File: config.mk
export PLATFORM = sky130hd
export DESIGN_NAME = intan_spi_responder_emu
export DESIGN_NICKNAME = d
export VERILOG_FILES = /design/src/rtl/intan_spi_responder_emu.sv
export SDC_FILE = /design/constraint.sdc
export NUM_CORES = 1
export LEC_CHECK = 0
export CORE_MARGIN = 5
export CORE_UTILIZATION = 55
export DETAILED_ROUTE_END_ITERATION = 6
export PLACE_DENSITY = 0.71
export RECOVER_POWER = 25
export SYNTH_ARGS = -nofsm -noshare
export SYNTH_HDL_FRONTEND = slang
export SYNTH_SLANG_ARGS = --single-unit
File: constraint.sdc
create_clock -name clk -period 3.45 [get_ports clk]
set_input_delay 0.69 -clock clk [delete_from_list [all_inputs] [get_ports clk]]
set_output_delay 0.69 -clock clk [all_outputs]
set_load 0.02 [all_outputs]
File: src/rtl/intan_spi_responder_emu.sv
//------------------------------------------------------------------------------
// Module  : intan_spi_responder_emu
// Purpose : RHD2164-style Intan SPI responder emulator (die A on cipo0, die B
//           on cipo1) with the two-frame command/result pipeline.
// Option  : INTAN_EMU_FRAME_ERR_EN adds the frame_err_cnt port.
// Rev     : 1.0 - initial release
//------------------------------------------------------------------------------
`default_nettype none

module intan_spi_responder_emu #(
  parameter logic [7:0]  CHIP_ID     = 8'd4,
  parameter logic [15:0] DIE_B_XOR   = 16'h8000,
  parameter int          SYNC_STAGES = 2
) (
  input  logic       clk,
  input  logic       rstn,
  input  logic       sclk,
  input  logic       csn,
  input  logic       copi,
  output logic       cipo0,
  output logic       cipo1
`ifdef INTAN_EMU_FRAME_ERR_EN
  ,
  output logic [7:0] frame_err_cnt
`endif
);

  localparam logic [4:0] c_BITS_FULL = 5'd16;
  localparam logic [4:0] c_BITS_SAT  = 5'd17;
  localparam logic [5:0] c_REG_LAST  = 6'd17;
  localparam logic [5:0] c_SCAN_LAST = 6'd63;

  typedef enum logic [1:0] {
    ST_IDLE   = 2'd0,
    ST_SHIFT  = 2'd1,
    ST_COMMIT = 2'd2
  } state_t;

  state_t r_state;
  state_t w_state_nxt;

  logic [SYNC_STAGES-1:0] r_sclk_sync;
  logic [SYNC_STAGES-1:0] r_csn_sync;
  logic [SYNC_STAGES-1:0] r_copi_sync;
  logic                   r_sclk_prev;
  logic                   r_csn_prev;

  logic [15:0] r_rx;
  logic [15:0] r_tx0;
  logic [15:0] r_tx1;
  logic [4:0]  r_bitcnt;
  logic [15:0] r_slot0_a;
  logic [15:0] r_slot0_b;
  logic [15:0] r_slot1_a;
  logic [15:0] r_slot1_b;
  logic [9:0]  r_samp;
  logic [7:0]  r_regs [0:17];

  logic        w_sclk;
  logic        w_csn;
  logic        w_copi;
  logic        w_sclk_rise;
  logic        w_sclk_fall;
  logic        w_csn_rise;
  logic        w_csn_fall;
  logic        w_frame_ok;
  logic [5:0]  w_addr;
  logic [7:0]  w_rd_val;
  logic [15:0] w_res_a;
  logic [15:0] w_res_b;
  logic        w_reg_we;
  logic        w_samp_inc;

  // csn syncs to its idle-high level so reset release never fakes a falling edge
  always_ff @(posedge clk or negedge rstn) begin
    if (!rstn) begin
      r_sclk_sync <= '0;
      r_csn_sync  <= '1;
      r_copi_sync <= '0;
      r_sclk_prev <= 1'b0;
      r_csn_prev  <= 1'b1;
    end else begin
      r_sclk_sync <= {r_sclk_sync[SYNC_STAGES-2:0], sclk};
      r_csn_sync  <= {r_csn_sync[SYNC_STAGES-2:0], csn};
      r_copi_sync <= {r_copi_sync[SYNC_STAGES-2:0], copi};
      r_sclk_prev <= r_sclk_sync[SYNC_STAGES-1];
      r_csn_prev  <= r_csn_sync[SYNC_STAGES-1];
    end
  end

  assign w_sclk      = r_sclk_sync[SYNC_STAGES-1];
  assign w_csn       = r_csn_sync[SYNC_STAGES-1];
  assign w_copi      = r_copi_sync[SYNC_STAGES-1];
  assign w_sclk_rise = w_sclk & ~r_sclk_prev;
  assign w_sclk_fall = ~w_sclk & r_sclk_prev;
  assign w_csn_rise  = w_csn & ~r_csn_prev;
  assign w_csn_fall  = ~w_csn & r_csn_prev;
  assign w_frame_ok  = (r_bitcnt == c_BITS_FULL);

  always_ff @(posedge clk or negedge rstn) begin
    if (!rstn) begin
      r_state <= ST_IDLE;
    end else begin
      r_state <= w_state_nxt;
    end
  end

  always_comb begin
    w_state_nxt = r_state;
    case (r_state)
      ST_IDLE:   if (w_csn_fall) w_state_nxt = ST_SHIFT;
      ST_SHIFT:  if (w_csn_rise) w_state_nxt = ST_COMMIT;
      ST_COMMIT: w_state_nxt = ST_IDLE;
      default:   w_state_nxt = ST_IDLE;
    endcase
  end

  // Command decode on the completed receive word
  assign w_addr = r_rx[13:8];

  always_comb begin
    w_rd_val = 8'h00;
    if (w_addr <= c_REG_LAST) begin
      w_rd_val = r_regs[w_addr[4:0]];
    end else begin
      case (w_addr)
        6'd40:   w_rd_val = 8'h49;
        6'd41:   w_rd_val = 8'h4E;
        6'd42:   w_rd_val = 8'h54;
        6'd43:   w_rd_val = 8'h41;
        6'd44:   w_rd_val = 8'h4E;
        6'd60:   w_rd_val = 8'd1;
        6'd61:   w_rd_val = 8'd1;
        6'd62:   w_rd_val = 8'd64;
        6'd63:   w_rd_val = CHIP_ID;
        default: w_rd_val = 8'h00;
      endcase
    end
  end

  always_comb begin
    w_res_a    = 16'h0000;
    w_res_b    = 16'h0000;
    w_reg_we   = 1'b0;
    w_samp_inc = 1'b0;
    case (r_rx[15:14])
      2'b00: begin
        w_res_a    = {w_addr, r_samp};
        w_res_b    = {w_addr, r_samp} ^ DIE_B_XOR;
        w_samp_inc = (w_addr == c_SCAN_LAST);
      end
      2'b10: begin
        w_res_a  = {8'hFF, r_rx[7:0]};
        w_res_b  = {8'hFF, r_rx[7:0]};
        w_reg_we = (w_addr <= c_REG_LAST);
      end
      2'b11: begin
        w_res_a = {8'h00, w_rd_val};
        w_res_b = {8'h00, w_rd_val};
      end
      // CALIBRATE, CLEAR and any other 01 pattern return zero with no side effect
      default: begin
        w_res_a = 16'h0000;
        w_res_b = 16'h0000;
      end
    endcase
  end

  always_ff @(posedge clk or negedge rstn) begin
    if (!rstn) begin
      cipo0     <= 1'b0;
      cipo1     <= 1'b0;
      r_rx      <= 16'h0000;
      r_tx0     <= 16'h0000;
      r_tx1     <= 16'h0000;
      r_bitcnt  <= 5'd0;
      r_slot0_a <= 16'h0000;
      r_slot0_b <= 16'h0000;
      r_slot1_a <= 16'h0000;
      r_slot1_b <= 16'h0000;
      r_samp    <= 10'd0;
      for (int i = 0; i < 18; i++) begin
        r_regs[i] <= 8'h00;
      end
    end else begin
      case (r_state)
        ST_IDLE: begin
          cipo0 <= 1'b0;
          cipo1 <= 1'b0;
          if (w_csn_fall) begin
            r_tx0    <= r_slot1_a;
            r_tx1    <= r_slot1_b;
            cipo0    <= r_slot1_a[15];
            cipo1    <= r_slot1_b[15];
            r_rx     <= 16'h0000;
            r_bitcnt <= 5'd0;
          end
        end
        ST_SHIFT: begin
          // Frame end takes priority over any sclk edge in the same cycle
          if (w_csn_rise) begin
            cipo0 <= 1'b0;
            cipo1 <= 1'b0;
          end else begin
            if (w_sclk_rise) begin
              r_rx <= {r_rx[14:0], w_copi};
              if (r_bitcnt != c_BITS_SAT) begin
                r_bitcnt <= r_bitcnt + 5'd1;
              end
            end
            if (w_sclk_fall) begin
              r_tx0 <= {r_tx0[14:0], 1'b0};
              r_tx1 <= {r_tx1[14:0], 1'b0};
              cipo0 <= r_tx0[14];
              cipo1 <= r_tx1[14];
            end
          end
        end
        ST_COMMIT: begin
          if (w_frame_ok) begin
            r_slot1_a <= r_slot0_a;
            r_slot1_b <= r_slot0_b;
            r_slot0_a <= w_res_a;
            r_slot0_b <= w_res_b;
            if (w_reg_we) begin
              r_regs[w_addr[4:0]] <= r_rx[7:0];
            end
            if (w_samp_inc) begin
              r_samp <= r_samp + 10'd1;
            end
          end
        end
        default: begin
          cipo0 <= 1'b0;
          cipo1 <= 1'b0;
        end
      endcase
    end
  end

`ifdef INTAN_EMU_FRAME_ERR_EN
  logic [7:0] r_frame_err_cnt;

  always_ff @(posedge clk or negedge rstn) begin
    if (!rstn) begin
      r_frame_err_cnt <= 8'h00;
    end else if (r_state == ST_COMMIT && !w_frame_ok && r_frame_err_cnt != 8'hFF) begin
      r_frame_err_cnt <= r_frame_err_cnt + 8'h01;
    end
  end

  assign frame_err_cnt = r_frame_err_cnt;
`endif

endmodule

`default_nettype wire

; Yosys cells after proc, flatten, opt, wreduce, memory -nomap -nowiden
; Cells that the tools add are included.
[totals]
regBits = 281
in_bits = 5
out_inout_bits = 2
word_cells = 127
[op_classes]
n_addsub = 2
magnitude_cmp = 3
eq_ne = 22
n_mux = 40
bitwise = 11
n_reduce_logical = 14
[op_table]
columns = cell, n
row1 = 144-bit bitwise mux, 1
row2 = 16-bit one-hot mux with 3 select lines, 2
row3 = 15-bit 2-to-1 mux, 6
row4 = 15-bit one-hot mux with 2 select lines, 2
row5 = "6-bit equality test, second input constant", 9
row6 = 7-bit one-hot mux with 7 select lines, 1
row7 = 16-bit 2-to-1 mux, 3
row8 = 8-bit binary-select mux with 5-bit select, 1
row9 = 8-bit demux with 5-bit select, 1
row10 = 8-bit 2-to-1 mux, 4
row11 = 16-bit one-hot mux with 2 select lines, 1
row12 = 5-bit 2-to-1 mux, 4
row13 = "2-bit != test, second input constant", 6
row14 = "10-bit by 1-bit adder with 10-bit output, second input constant", 1
row15 = 5-bit one-hot mux with 2 select lines, 1
row16 = 1-bit 2-to-1 mux, 8
row17 = 4-bit AND reduction, 2
row18 = "2-bit equality test, second input constant", 3
row19 = "6-bit greater-or-equal comparator, second input constant", 1
row20 = "6-bit by 5-bit less-or-equal comparator with 1-bit output, second input constant", 1
row21 = "6-bit by 1-bit < comparator with 1-bit output, second input constant", 1
row22 = 1-bit NOT, 6
row23 = 5-bit NOT with 6-bit output, 1
row24 = 1-bit one-hot mux with 3 select lines, 2
row25 = 15 further kinds, 24

; Depth between registers and ports, before layout
; Gate-level depths: netlist (run 1).
[depth]
word_depth = 6
mapped_depth = 8

; Worst setup path before layout (run 1)
; Ideal clock, no wire load.
[synth_path]
kind = register to register
start = register r_rx[11]
end = register r_regs[0] (netlist name)
setup_time_ns = 0.125
arrival_ns = 2.454
setup_slack_ns = 0.871
stages_incl_launch_ff = 9
synth_period_minus_slack_ns = 2.579
path_cell_list = dfrtp_1 > buf_6 > nor4_4 > nor2_2 > or4_1 > buf_2 > or4_4 > buf_6 > mux2_4
[synth_via]
elab_chain_cells = 6
word_cells_on_any_way = 10
[synth_rtl]
columns = element, line_no
row1 = start: declaration, 48  ; logic [15:0] r_rx;
row2 = start signal: assignment, 206  ; r_rx <= {r_rx[14:0], w_copi};
row3 = 5-bit NOT with 6-bit output (implied by the code), 226  ; r_regs[w_addr[4:0]] <= r_rx[7:0];
row4 = 6-bit greater-or-equal comparator (implied by the code) / 6-bit by 1-bit < comparator with 1-bit output (equally long branches), 226
row5 = 1-bit logical AND (implied by the code), 226
row6 = 8-bit 2-to-1 mux (implied by the code), 226
row7 = 8-bit demux with 5-bit select, 226
row8 = 144-bit bitwise mux, 226
row9 = end signal: indexed assignment, 226
row10 = end: declaration, 57  ; logic [7:0] r_regs [0:17];
; Parallel ways exist; a longest one is shown, timed or not.
; A chain may end at the register's enable or synchronous reset.

; Final worst setup path (run 1)
[layout_path]
start = register r_rx[9]
end = register r_regs[32] (netlist name)
; The elaborated chain is that of the path after synthesis.

==> results by group, run 1 <==
Run status
  • Status: finished clean

Worst setup path
  • Worst EP required: 3860 ps
  • Worst reg2reg startpoint: r_rx[9]
  • Startpoint types: register
  • Worst-path cell chain: nor4_4 -> nor2_2 -> or4_1 -> nor3_2 -> mux2_2
  • Critical path type: register to register
  • Crit-path max cell delay: 720 ps
  • CP Capture Type: register
  • CP top delay family: simple AND/OR/NAND/NOR gates
  • Crit Path Max Fanout: 15
  • Worst EP arrival: 3470 ps
  • FF-to-FF setup slack: 390 ps
  • CP max-delay cell: or4_1
  • Crit path from: r_rx[9]
  • Worst Path Buf+Inv: 0

Placement
  • Port Buffer Count: 6
  • RD Place Congestion: 0.850
  • Hpwl dp: 15500 µm
  • Place WS: 459 ps

Floorplan
  • Num rows: 51
  • Die Area: 0.0228 mm²
  • Die H: 151 µm
  • I/O pin cnt: 7
  • Die Wd: 151 µm
  • Core area: 0.0195 mm²
  • Initial core utilization: 0.560

Global route
  • First-pass GRT wire length: 39500 µm
  • Grt ovf: 0
  • Largest net degree at the start of global routing: 112
  • Initial antenna violation count: 0
  • Number of global-route vias before repair: 7302
  • Total track usage: 0.221

Finish
  • P&R area growth vs syn: 11.0%
  • Layout cells sized above 1: 0.287
  • Fin util: 0.621
  • Filler cells: 1539
  • Antenna fix cells: 0
  • Most common cell after layout, fill and taps aside: dfrtp_1
  • Nets@finish: 882
  • Commonest cells after routing, fill and taps aside: dfrtp_1, mux2_2, nand2_1

Timing
  • RSZ-0062 raised after global routing: false
  • Worst-margin pin slew: 979 ps
  • Total negative slack: 0 ps
  • Max Clk Rate: 326 MHz
  • Final Max Slew Viols: 0
  • Slew margin rel.: 0.347
  • Final setup viols: 0
  • Setup Skew: 8.47 ps
  • Final min period: 3060 ps
  • Period utilization: 0.888
  • Final WS setup: 386 ps
  • Final Hold Fails: 0
  • Fin Hold WS: 230 ps

Yosys
  • Top post-synthesis cells by area: dfrtp_1, mux2_2, mux4_2
  • Mapped Nets: 889
  • Average size of a mapped cell: 12.4 µm²
  • Post-synth EDFFs: 0
  • Synth area leader: dfrtp_1
  • Async SR Flop Fraction: 1.00
  • Sequential share of the synthesized area: 0.541
  • Post-synth top area share: 0.534
  • Mapped Cells: 880
  • Seq cells post-synth: 236
  • Yosys cell types: 60
  • Post-synth top flop: dfrtp_1
  • Synthesized area: 0.0109 mm²
  • Warning count from the yosys run: 0

Clock network
  • Post-CTS Resized: 0
  • CTS Buf Count: 26
  • TritonCTS clock tree: yes
  • Cts hold-fix bufs: 0
  • Worst skew pair latency: 530 ps
  • Clk pin slew, worst setup/hold paths: 60 ps
  • Clock buffer depth: 3
  • Root Buffer: clkbuf_16
  • CTS sink count: 236
  • Setup bufs post-CTS: 0
  • H-tree levels: 1

Route
  • Met3 WL: 920 µm
  • Highest routed metal layer: met4
  • Initial DRC count: 424
  • Routed via count: 6922
  • Number of vias per cell: 5.98
  • 1st-pass router iterations: 5
  • Post-Route M1 WL: 10600 µm
  • WL/cell: 20.7 µm
  • WL met2: 11800 µm
  • # DRC: 0
  • DRT antenna net count: 0
  • WL final: 23900 µm

Power and ir drop
  • Power density over the cells: 479 mW/mm²
  • Max IR drop VDD: 0.414 mV
  • Leakage: 0.00568 µW
  • Total power: 5810 µW

Worst hold path
  • Worst Hold Class: primary input to async pin

Run
  • MaxCap Viol Count: 0
==> Yosys cell counts (7+ instances only) <==
library cell and count:
mux2i_1 34, and3_1 8, nor2_1 47, mux4_2 27, nand2b_1 9, clkbuf_1 52
o21ai_0 27, mux2_4 8, a21oi_1 11, buf_1 9, nand2_1 103, nor4_1 7
nor2b_1 11, o31ai_1 9, xnor2_1 9, mux2_2 138, nand3_1 7, a22o_1 18
dfrtp_1 233
==> worst paths after layout <==
check / end / cells after the start
setup / recovery: r_regs[32] / 5
max in group asynchronous: r_regs[84] / 2
min in group clk: r_sclk_sync[1] / 0
hold / removal: r_sclk_prev / 1
hold reg to reg: r_sclk_sync[1] / 0
setup reg to reg: r_regs[32] / 5
==> cell type report <==
cell class                      count  area [µm²]  area share
Sequential cell                   236        5910       0.487
Multi-Input combinational cell    570        4720       0.389
Clock buffer                       37         752      0.0620
Tap cell                          265         332      0.0273
Timing Repair Buffer               33         277      0.0228
Clock inverter                     10         116     0.00960
Inverter                            6        22.5     0.00186
==> power by group <==
part / internal (µW) / switching [µW] / leakage (µW)
combinational: 64.6 / 145 / 0.00199
sequential: 2790 / 51.9 / 0.00327
clock: 1660 / 1090 / 0.000424
==> state kept, by name, indices dropped and copies added, names as in the netlist, 5 cells and up <==
signal	count
r_samp	10
r_regs	144
r_rx	16
r_slot1_a	16
r_slot0_a	16
r_bitcnt	5
r_tx0	15
==> routing by layer <==
metal	up-vias	global-route usage
met3	45	0.0371
met2	122	0.371
li1	3163	-
met1	3592	0.300
met4	0	0.0594
met5	-	0
==> logic make-up (layout without fill, tap and decap cells) <==
kind of cell,Yosys count,in the layout,synth area share
flops,236,236,0.541
simple gates,236,236,0.105
mux,207,207,0.240
compound gates,109,109,0.0705
buf+inv,74,86,0.0274
xor+xnor,14,14,0.0112
fa+ha+maj,4,4,0.00458
==> through the flow <==
stage | cell area (µm²) | cells
global placement | 11300 | 1110
global route | 12100 | 1157
detailed placement | 11300 | 1110
floorplan | 10900 | 880
finish | 12100 | 1157
CTS | 12100 | 1157
Note: power is estimated with default switching activity, not from simulation.
==> run 2: changes to the inputs <==
- DONT_BUFFER_PORTS: not set -> 1
- PLACE_DENSITY: 0.71 -> 0.7
- RECOVER_POWER: 25 -> not set
- SLEW_MARGIN: not set -> 5
==> results by group, run 2 (synthesis results as in run 1) <==
Placement
  • Placed insts: 1099 (was 1110)
  • Hpwl dp: 15000 µm (was 15500 µm)
  • Port Buffer Count: 0 (was 6)
  • RD Place Congestion: 0.827 (was 0.850)

Clock network
  • H-tree levels: 1 (unchanged)
  • Root Buffer: clkbuf_16 (unchanged)
  • Clk pin slew, worst setup/hold paths: 60 ps (about the same)
  • CTS sink count: 236 (unchanged)
  • TritonCTS clock tree: yes (unchanged)
  • Setup bufs post-CTS: 0 (unchanged)
  • Clock buffer depth: 3 (unchanged)
  • Post-CTS Resized: 0 (unchanged)
  • CTS Buf Count: 25 (was 26)
  • Worst skew pair latency: 520 ps (was 530 ps)

Worst setup path
  • CP Capture Type: register (unchanged)
  • Critical path type: register to register (unchanged)
  • Crit Path Max Fanout: 15 (unchanged)
  • CP top delay family: simple AND/OR/NAND/NOR gates (unchanged)
  • Worst-path cell chain: nor4_4 -> nor2_2 -> or4_1 -> nor3_2 -> mux2_2 (unchanged)
  • Worst EP arrival: 3470 ps (about the same)
  • Worst Path Buf+Inv: 0 (unchanged)
  • Startpoint types: register (unchanged)
  • CP max-delay cell: or4_1 (unchanged)
  • Crit-path max cell delay: 740 ps (was 720 ps)
  • FF-to-FF setup slack: 390 ps (about the same)
  • Worst EP required: 3850 ps (was 3860 ps)

Floorplan
  • Num rows: 51 (unchanged)
  • Core area: 0.0195 mm² (unchanged)
  • Die Area: 0.0228 mm² (unchanged)
  • Die Wd: 151 µm (unchanged)
  • Die H: 151 µm (unchanged)
  • I/O pin cnt: 7 (unchanged)
  • Initial core utilization: 0.560 (unchanged)

Route
  • Initial DRC count: 440 (was 424)
  • WL/cell: 20.6 µm (was 20.7 µm)
  • Number of vias per cell: 6.04 (was 5.98)
  • Routed via count: 6910 (was 6922)
  • # DRC: 0 (unchanged)
  • WL final: 23500 µm (was 23900 µm)
  • DRT antenna net count: 0 (unchanged)
  • 1st-pass router iterations: 5 (unchanged)

Global route
  • Grt ovf: 0 (unchanged)
  • First-pass GRT wire length: 39200 µm (was 39500 µm)
  • Total track usage: 0.218 (was 0.221)
  • Largest net degree at the start of global routing: 237 (was 112)
  • Initial antenna violation count: 0 (unchanged)
  • Number of global-route vias before repair: 7259 (was 7302)

Power and ir drop
  • Total power: 5650 µW (was 5810 µW)
  • Power density over the cells: 471 mW/mm² (was 479 mW/mm²)
  • Max IR drop VDD: 0.380 mV (was 0.414 mV)
  • Leakage: 0.00563 µW (was 0.00568 µW)

Worst hold path
  • Worst Hold Class: primary input to async pin (unchanged)

Timing
  • Final Max Slew Viols: 0 (unchanged)
  • Fin Hold WS: -132 ps (was 230 ps)
  • Worst-margin pin slew: 933 ps (was 979 ps)
  • Slew margin rel.: 0.378 (was 0.347)
  • Period utilization: 0.888 (about the same)
  • Max Clk Rate: 326 MHz (about the same)
  • Final min period: 3060 ps (about the same)
  • RSZ-0062 raised after global routing: false (unchanged)
  • Total negative slack: 0 ps (unchanged)
  • Final setup viols: 0 (unchanged)
  • Final Hold Fails: 233 (was 0)
  • Setup Skew: 15.3 ps (was 8.47 ps)

Finish
  • Commonest cells after routing, fill and taps aside: dfrtp_1, mux2_2, nand2_1 (unchanged)
  • Nets@finish: 870 (was 882)
  • Max reg flops: 144 (unchanged)
  • P&R area growth vs syn: 9.80% (was 11.0%)
  • Largest register by flop count: r_regs (unchanged)
  • Layout cells sized above 1: 0.286 (was 0.287)
  • Most common cell after layout, fill and taps aside: dfrtp_1 (unchanged)
  • Post-Layout Cell Count: 1144 (was 1157)
  • Antenna fix cells: 0 (unchanged)

Run
  • MaxCap Viol Count: 0 (unchanged)

Run status
  • Failing checks: hold timing
  • Status: complete, but fails checks (was finished clean)
## run 2: cell types whose count changed in the layout (fill, tap and decap cells not counted), sizes merged, moves of 2 or more
cell | previous run | this run
buf | 27 | 22
dlygate4sd3 | 3 | 0
clkdlybuf4s50 | 2 | 0
clkinv | 6 | 4
clkinvlp | 2 | 0
## run 2: layer usage
| metal | track usage | wire length [µm] | part of all wire | vias to the layer above |
|---|---|---|---|---|
| met5 | 0 | 0 | 0 | - |
| met1 | 0.307 | 10400 | 0.44 | 3567 |
| met3 | 0.0320 | 1050 | 0.045 | 46 |
| li1 | - | - | - | 3138 |
| met4 | 0.0635 | 665 | 0.028 | 0 |
| met2 | 0.356 | 11400 | 0.48 | 159 |
## run 2: worst register-to-register path, stage by stage, from the launching register on
cell and delay, ps:
dfrtp_1 550, nor4_4 490, nor2_2 160, or4_1 740, nor3_2 600, mux2_2 410
## run 2: power breakdown
part	internal, µW	switching [µW]
registers	2800	43.9
logic	51.8	97.6
clock network	1620	1050
total	4460	1190
## run 2: worst paths after layout
path,start,cells after the start,to
max reg2reg,r_rx[9],5,r_regs[39]
min reg2reg,r_sclk_sync[0],0,r_sclk_sync[1]
max in group asynchronous,rstn,0,r_regs[80]
max,r_rx[9],5,r_regs[39]
min,rstn,0,r_sclk_prev
min in group clk,csn,0,r_csn_sync[0]
## run 2: final cells by class
cell class	instances	area [µm²]
Tap cell	265	332
Clock buffer	39	778
Sequential cell	236	5910
Timing Repair Buffer	22	178
Fill cell	1546	7530
Clock inverter	6	58.8
Multi-Input combinational cell	570	4720
Inverter	6	22.5
## run 2: metrics by stage
| stage | setup WS [ps] | util | area (µm²) |
|---|---|---|---|
| CTS | 412 | 0.614 | 12000 |
| detailed placement | 425 | 0.572 | 11200 |
| floorplan | 871 | - | 10900 |
| global placement | 515 | 0.572 | 11200 |
| global route | 238 | 0.614 | 12000 |
| finish | 385 | 0.614 | 12000 |
